[config.mk]
export PLATFORM = sky130hd
export DESIGN_NAME = note_track_flat
export DESIGN_NICKNAME = d
export VERILOG_FILES = /design/src/rtl/note_track_if.sv /design/src/rtl/note_track.sv /design/src/flat_wrapper.sv
export SDC_FILE = /design/constraint.sdc
export NUM_CORES = 1
export LEC_CHECK = 0
export CORE_MARGIN = 2
export CORE_UTILIZATION = 30
export CTS_CLUSTER_SIZE = 25
export DETAILED_ROUTE_END_ITERATION = 8
export MAX_ROUTING_LAYER = met4
export SLEW_MARGIN = 20
export SYNTH_ARGS = -nofsm -noshare
export SYNTH_HDL_FRONTEND = slang
export SYNTH_SLANG_ARGS = --single-unit
[constraint.sdc]
create_clock -name clk -period 2.8 [get_ports clk]
set_input_delay 0.42 -clock clk [delete_from_list [all_inputs] [get_ports clk]]
set_output_delay 0.42 -clock clk [all_outputs]
set_load 0.05 [all_outputs]
[src/rtl/note_track_if.sv]
// Chart-sequencer bus: song control, chart ROM port, lane window codes and track image.
interface note_track_if #(
  parameter int unsigned TRACK_LEN = 16,
  parameter int unsigned ADDR_W    = 6
);
  logic                   start;
  logic                   pause;
  logic [ADDR_W-1:0]      chart_addr;
  logic [3:0]             chart_data;
  logic [1:0]             note1;
  logic [1:0]             note2;
  logic [1:0]             note3;
  logic [1:0]             note4;
  logic [4*TRACK_LEN-1:0] track;
  logic                   step;
  logic                   busy;
  logic                   done;

  modport master (
    output start,
    output pause,
    output chart_data,
    input  chart_addr,
    input  note1,
    input  note2,
    input  note3,
    input  note4,
    input  track,
    input  step,
    input  busy,
    input  done
  );

  modport slave (
    input  start,
    input  pause,
    input  chart_data,
    output chart_addr,
    output note1,
    output note2,
    output note3,
    output note4,
    output track,
    output step,
    output busy,
    output done
  );
endinterface

[src/rtl/note_track.sv]
// Chart sequencer and 4-lane scroller feeding the hit judges, combo counter and renderer.
// Define NOTE_TRACK_LOOP_EN to replay the chart forever instead of draining to DONE.
module note_track #(
  parameter int unsigned TICK_DIV  = 4,
  parameter int unsigned TRACK_LEN = 16,
  parameter int unsigned ADDR_W    = 6,
  parameter int unsigned CHART_LEN = 64
) (
  input logic        clk,
  input logic        resetn,
  note_track_if.slave bus
);

  localparam int unsigned TickW  = (TICK_DIV > 1) ? $clog2(TICK_DIV) : 1;
  localparam int unsigned CntMax = (CHART_LEN > TRACK_LEN) ? CHART_LEN : TRACK_LEN;
  localparam int unsigned CntW   = $clog2(CntMax + 1);

  localparam logic [TickW-1:0] TickLast  = TickW'(TICK_DIV - 1);
  localparam logic [CntW-1:0]  ChartLast = CntW'(CHART_LEN - 1);
  localparam logic [CntW-1:0]  TrackLast = CntW'(TRACK_LEN - 1);

  typedef enum logic [1:0] {
    StIdle,
    StPlay,
    StDrain,
    StDone
  } state_e;

  state_e                 state_q, state_d;
  logic [TickW-1:0]       tick_q, tick_d;
  logic [CntW-1:0]        cnt_q, cnt_d;
  logic [ADDR_W-1:0]      addr_q, addr_d;
  logic [4*TRACK_LEN-1:0] track_q, track_d;
  logic                   step_q, step_d;

  logic                   running;
  logic                   step_now;
  logic [3:0]             row_in;

  assign running  = (state_q == StPlay) || (state_q == StDrain);
  assign step_now = running && !bus.pause && (tick_q == TickLast);
  // Chart data is only consumed while playing; drain steps push empty rows.
  assign row_in   = (state_q == StPlay) ? bus.chart_data : 4'b0000;

  always_comb begin
    state_d = state_q;
    tick_d  = tick_q;
    cnt_d   = cnt_q;
    addr_d  = addr_q;
    track_d = track_q;
    step_d  = 1'b0;

    if (!bus.pause) begin
      unique case (state_q)
        StIdle, StDone: begin
          if (bus.start) begin
            state_d = StPlay;
            tick_d  = '0;
            cnt_d   = '0;
            addr_d  = '0;
            track_d = '0;
          end
        end

        StPlay, StDrain: begin
          if (step_now) begin
            tick_d = '0;
            step_d = 1'b1;
            for (int l = 0; l < 4; l++) begin
              track_d[l*TRACK_LEN +: TRACK_LEN] =
                {track_q[l*TRACK_LEN +: (TRACK_LEN-1)], row_in[l]};
            end

            if (state_q == StPlay) begin
              addr_d = addr_q + ADDR_W'(1);
              cnt_d  = cnt_q + CntW'(1);
              if (cnt_q == ChartLast) begin
                cnt_d = '0;
`ifdef NOTE_TRACK_LOOP_EN
                addr_d = '0;
`else
                state_d = StDrain;
`endif
              end
            end else begin
              cnt_d = cnt_q + CntW'(1);
              if (cnt_q == TrackLast) begin
                cnt_d   = '0;
                state_d = StDone;
              end
            end
          end else begin
            tick_d = tick_q + TickW'(1);
          end
        end

        default: begin
          state_d = StIdle;
        end
      endcase
    end
  end

  always_ff @(posedge clk) begin
    if (!resetn) begin
      state_q <= StIdle;
      tick_q  <= '0;
      cnt_q   <= '0;
      addr_q  <= '0;
      track_q <= '0;
      step_q  <= 1'b0;
    end else begin
      state_q <= state_d;
      tick_q  <= tick_d;
      cnt_q   <= cnt_d;
      addr_q  <= addr_d;
      track_q <= track_d;
      step_q  <= step_d;
    end
  end

  // Window code: bit1 = bottom (perfect) row, bit0 = next-to-bottom (good) row.
  assign bus.note1 = {track_q[0*TRACK_LEN + TRACK_LEN-1], track_q[0*TRACK_LEN + TRACK_LEN-2]};
  assign bus.note2 = {track_q[1*TRACK_LEN + TRACK_LEN-1], track_q[1*TRACK_LEN + TRACK_LEN-2]};
  assign bus.note3 = {track_q[2*TRACK_LEN + TRACK_LEN-1], track_q[2*TRACK_LEN + TRACK_LEN-2]};
  assign bus.note4 = {track_q[3*TRACK_LEN + TRACK_LEN-1], track_q[3*TRACK_LEN + TRACK_LEN-2]};

  assign bus.chart_addr = addr_q;
  assign bus.track      = track_q;
  assign bus.step       = step_q;
  assign bus.busy       = running;
  assign bus.done       = (state_q == StDone);

endmodule
[src/flat_wrapper.sv]
// flat-port wrapper written by rule: the top's interface ports become plain ports
module note_track_flat 
#(
  parameter int unsigned TICK_DIV  = 4,
  parameter int unsigned TRACK_LEN = 16,
  parameter int unsigned ADDR_W    = 6,
  parameter int unsigned CHART_LEN = 64
)
  (clk, resetn, bus_start, bus_pause, bus_chart_data, bus_chart_addr, bus_note1, bus_note2, bus_note3, bus_note4, bus_track, bus_step, bus_busy, bus_done);
  note_track_if #(.TRACK_LEN(TRACK_LEN), .ADDR_W(ADDR_W)) bus_i ();
  input logic clk;
  input logic resetn;
  input wire logic [$bits(bus_i.start)-1:0] bus_start;
  input wire logic [$bits(bus_i.pause)-1:0] bus_pause;
  input wire logic [$bits(bus_i.chart_data)-1:0] bus_chart_data;
  output wire logic [$bits(bus_i.chart_addr)-1:0] bus_chart_addr;
  output wire logic [$bits(bus_i.note1)-1:0] bus_note1;
  output wire logic [$bits(bus_i.note2)-1:0] bus_note2;
  output wire logic [$bits(bus_i.note3)-1:0] bus_note3;
  output wire logic [$bits(bus_i.note4)-1:0] bus_note4;
  output wire logic [$bits(bus_i.track)-1:0] bus_track;
  output wire logic [$bits(bus_i.step)-1:0] bus_step;
  output wire logic [$bits(bus_i.busy)-1:0] bus_busy;
  output wire logic [$bits(bus_i.done)-1:0] bus_done;
  assign bus_i.start = bus_start;
  assign bus_i.pause = bus_pause;
  assign bus_i.chart_data = bus_chart_data;
  assign bus_chart_addr = bus_i.chart_addr;
  assign bus_note1 = bus_i.note1;
  assign bus_note2 = bus_i.note2;
  assign bus_note3 = bus_i.note3;
  assign bus_note4 = bus_i.note4;
  assign bus_track = bus_i.track;
  assign bus_step = bus_i.step;
  assign bus_busy = bus_i.busy;
  assign bus_done = bus_i.done;
  note_track #(.TICK_DIV(TICK_DIV), .TRACK_LEN(TRACK_LEN), .ADDR_W(ADDR_W), .CHART_LEN(CHART_LEN)) u_core (.clk(clk), .resetn(resetn), .bus(bus_i));
endmodule
Word-level counts from Yosys, hierarchy flattened
Index checks and enable logic that the tools add are counted.
- flip-flop bits (word level): 82
- output and inout bits: 81
- equal/unequal tests: 11
- bitwise logic cells: 3
- add/subtract/negate cells: 3
- muxes and demuxes: 24
- reduce and logical (&&, ||, !) cells: 12
- operators with widths (kind ; count):
    two-way mux 64 bit ; 2
    one-hot mux 64 bit (2 select lines) ; 1
    two-way mux 7 bit ; 5
    two-way mux 6 bit ; 3
    two-way mux 2 bit ; 7
    one-hot mux 7 bit (2 select lines) ; 1
    one-hot mux 6 bit (2 select lines) ; 1
    one-hot mux 2 bit (2 select lines) ; 2
    adder 7 x 1 -> 7 bit, second input constant ; 1
    == test 7 x 4 -> 1 bit, second input constant ; 1
    == test 7 x 6 -> 1 bit, second input constant ; 1
    adder 6 x 1 -> 6 bit, second input constant ; 1
    == test 2 bit, second input constant ; 3
    AND reduction 5 bit ; 1
    two-way mux 4 bit ; 1
    != test 2 x 1 -> 1 bit, second input constant ; 2
    AND reduction 4 bit ; 1
    OR reduction 2 bit ; 2
    != test 3 x 1 -> 1 bit, second input constant ; 1
    != test 3 bit, second input constant ; 1
    NOT 1 bit ; 3
    AND reduction 3 bit ; 1
    OR reduction 3 bit ; 1
    adder 2 x 1 -> 2 bit, second input constant ; 1
    other kinds (8) ; 9

Longest topological paths before layout
- depth in word-level cells: 6
- gate-level depth with buffers: 9
- mapped depth without buffers: 6

Least setup slack after synthesis
OpenSTA, ideal clock, no wires.
- kind: register to register
- start: register u_core.state_q[0]
- end: register u_core.track_q[14] (netlist: u_core.bus.track[14])
- slack: 0.709 ns
- setup time: 0.070 ns
- arrival time: 2.020 ns
- required time: 2.730 ns
- stages on the path, launching flop included: 10
- clock period less this slack: 2.091 ns
- path buffers: 3
- cells stage by stage: dfxtp_1 -> inv_1 -> ha_1 -> mux2i_1 -> or2_0 -> clkbuf_1 -> buf_2 -> buf_2 -> nand2_1 -> a21oi_1
- cells in the longest elaborated chain, start to end: 6
- ends and longest elaborated chain (what ; line ; RTL):
    start, declared ; note_track.sv:29 ; state_e state_q, state_d;
    start signal, assigned ; note_track.sv:106 ; state_q <= StIdle;
    start signal, assigned ; note_track.sv:113 ; state_q <= state_d;
    == test 2 x 1 -> 1 bit or == test 2 bit (tied branches) ; note_track.sv:40, note_track.sv:54 ;
    logical OR 1 bit ; note_track.sv:40 ; assign running = (state_q == StPlay) || (state_q == StDrain);
    logical AND 1 bit (2 in series) ; note_track.sv:41 ; assign step_now = running && !bus.pause && (tick_q == TickLast);
    != test 2 x 1 -> 1 bit (no line) ; n/a ;
    AND reduction 3 bit (no line) ; n/a ;
    end signal, assigned ; note_track.sv:117 ; track_q <= track_d;
    end, declared ; note_track.sv:33 ; logic [4*TRACK_LEN-1:0] track_q, track_d;
Several ways; a longest one is shown, not always the timed one.
A chain may end at the register's enable or synchronous reset.

Final worst setup path
- start: register u_core.state_q[0]
- end: output bus_busy
- cells in the longest elaborated chain, start to end: 2
- ends and longest elaborated chain (what ; line ; RTL):
    == test 2 x 1 -> 1 bit or == test 2 bit (tied branches) ; note_track.sv:40 ;
    logical OR 1 bit * ; note_track.sv:40 ;
    end, declared ; flat_wrapper.sv:23 ; output wire logic [$bits(bus_i.busy)-1:0] bus_busy;
Every way passes the cells marked *; elsewhere a longest branch is shown, timed or not.

==> results.ini <==
[global_routing]
grt_max_degree = 46
grt_first_pass_wirelength_mm = 11.9
grt.overflow.total = 0
grt_pass1_vias = 2568
track_usage_pct = 13.3
antenna_found_initial = 0

[power_and_ir_drop]
leakagePower_nw = 1.48
p_per_area_nw_per_um2 = 505
fin_total_pwr_mw = 2.18
vdd_drop_max_mv = 0.246

[synth]
yosysWarnings = 0
ys_ff_latch = 82
synthTopCellsByCount = nand2_1 (90), dfxtp_1 (82), a21oi_1 (49), a22o_1 (20), clkbuf_1 (13)
yosysMostFrequentCell = nand2_1
yosysTopAreaCell = dfxtp_1
synth_flop_cell = dfxtp_1
synth_edf_count = 0
yosysTopAreaCellShare_pct = 52.8
ys_types = 40
seq_area_frac_synth_pct = 52.8
syn_area_per_cell_um2 = 8.81
synth_area_leaders = dfxtp_1 (53%), nand2_1 (11%), a21oi_1 (7.9%)
syn_area_um2 = 3110
syn_nets = 368
synthCells = 353
synthArstFlopShare_pct = 0

[critical_path]
crit_top_cell = inv_1
critical_path.cell_chain = inv_1, ha_1, inv_1, clkdlybuf4s50_1
cp.required_ps = 2380
r2r_setup_slack_ps = 350
start_kind = flop
end_kind = output port
rr_worst_depth = 7
worst-path-max-fanout = 6
r2r_start = u_core.state_q[0]
slowest_stage = clkdlybuf4s50_1
critical_path_class = reg -> out
cp.arrival_ps = 2110
slowest_delay_ps = 800
r2r-end = u_core.bus.track[8]

[route]
viasPerCell = 4.76
wirelength_mm = 7.10
firstDrtPassIters = 5
final_antenna_net_count = 0
vias = 2721
wl_per_cell_um = 12.4
drc = 0
drtIter0Drc = 107

[floorplanning]
dieHeight_um = 106
die_w_um = 106
start_util_pct = 30.5
io-pin-count = 89
core_area_um2 = 10200
fp.dieArea_um2 = 11200
rows = 37

[finish]
syn_to_final_growth_pct = 38.9
diodes = 0
fin_nets = 446
drive_above_1_share_pct = 6.42

[outcome]
outcome = finished clean

[cts]
numCtsBuffers = 9
hold_buffers = 0
cts.htree.levels = 3
clk_pin_slew_ps = 90
root_buffer = clkbuf_8
clock_sinks = 82
clock_path_buffers = 2
cts_resized = 0
cts_tree = done
cts_setup_buffers = 0
clkLatencyLatePin_ps = 350

[hold_path]
hold_class = reg -> reg
whs_path_depth = 2
hp-start = u_core.bus.track[5]
hold_path_end = u_core.bus.track[6]

[placement]
io_buffers = 88
dp_hpwl_mm = 4.77
routabilityCongestion = 0.744

[sta]
hold_violations = 0
finClkSkew_ps = 8.69
final_max_slew_viol_count = 0
period_minus_slack_ps = 2530
slew_headroom_pct = 59.2
period_share_pct = 90.2
rsz0062_at_grt = false
setup_viol = 0
fin_setup_tns_ps = 0
tightest_slew_ps = 609
clock.fmax_mhz = 396

[job]
maxCapViolations = 0

==> cells in the final DEF, fill, tap and decap left out, types with 3 or more instances in the layout <==
master           instances
o21ai_0                  5
clkbuf_8                 9
dfxtp_1                 82
nand3_1                  8
nor2_1                   8
clkdlybuf4s50_1         88
a21oi_1                 49
nor3b_1                  3
nor2b_1                  4
inv_1                    6
or4_1                    3
nand2_1                 90
or3_1                    5
ha_1                     7
a22o_1                  20
a21boi_0                 5
buf_4                    7
==> registers in the layout, indices dropped and copies added, names as in the netlist <==
| register | cells |
|---|---|
| u_core.state_q | 2 |
| u_core.bus.step | 1 |
| u_core.tick_q | 2 |
| u_core.cnt_q | 7 |
| u_core.bus.chart_addr | 6 |
| u_core.bus.track | 64 |
==> logic make-up (layout without fill, tap and decap cells) <==
logic type,after synthesis,count (layout),share of synthesized area [%]
AND/OR/NAND/NOR,135,135,19.3
AO/OA/AOI/OAI,88,88,17.8
flip-flops,82,82,52.8
buffers and inverters,35,118,5.51
adder cells (fa/ha/maj),7,7,2.82
XOR/XNOR,3,3,0.845
multiplexers,3,3,0.965
==> power breakdown <==
part           switching [mW]  total (mW)  internal (mW)  leakage (nW)
clock                   0.453       0.879          0.426        0.0984
combinational          0.0879       0.130         0.0425         0.718
sequential            0.00497        1.17           1.17         0.661
total                   0.546        2.18           1.64          1.48
==> stage by stage <==
stage                     hold slack [ps]  instance area [µm²]  utilization, %  std cells  worst slack [ps]
after floorplan                       458                 3110               -        353               709
after global placement                455                 4080            40.1        555               315
after detailed placement              465                 4080            40.1        555               230
after CTS                             468                 4290            42.1        571               214
after global routing                  500                 4320            42.4        572               129
final                                 473                 4320            42.4        572               273
==> worst max-delay path by stage <==
stage | cells past startpoint | to | from
finish | 4 | bus_busy | u_core.state_q[0]
global route | 7 | u_core.bus.track[7] | u_core.state_q[0]
CTS | 7 | u_core.bus.track[13] | u_core.state_q[0]
detailed placement | 7 | u_core.bus.track[13] | u_core.state_q[0]
global placement | 6 | u_core.bus.track[28] | bus_start
floorplan | 9 | u_core.bus.track[14] | u_core.state_q[0]
==> routing by layer <==
layer	global-route usage [%]	part of all wire, %	up-vias
met5	-	0	-
met4	4.23	1.1	0
met3	3.90	5.2	10
met2	21.4	47	72
met1	16.1	47	1286
li1	-	-	1353
==> area by class of cell <==
| class | count | area (µm²) |
|---|---|---|
| Clock inverter | 7 | 82.6 |
| Tap cell | 136 | 170 |
| Multi-Input combinational cell | 236 | 1320 |
| Fill cell | 1040 | 5860 |
| Inverter | 6 | 22.5 |
| Timing Repair Buffer | 96 | 961 |
| Sequential cell | 82 | 1640 |
| Clock buffer | 9 | 124 |
==> worst max-delay path: cells and delay by family (launching register included) <==
kind | cells | cell delay (ps)
buffers and inverters | 3 | 970
adders and majority gates | 1 | 390
DFF | 1 | 410
Note: power is estimated with default switching activity, not from simulation.
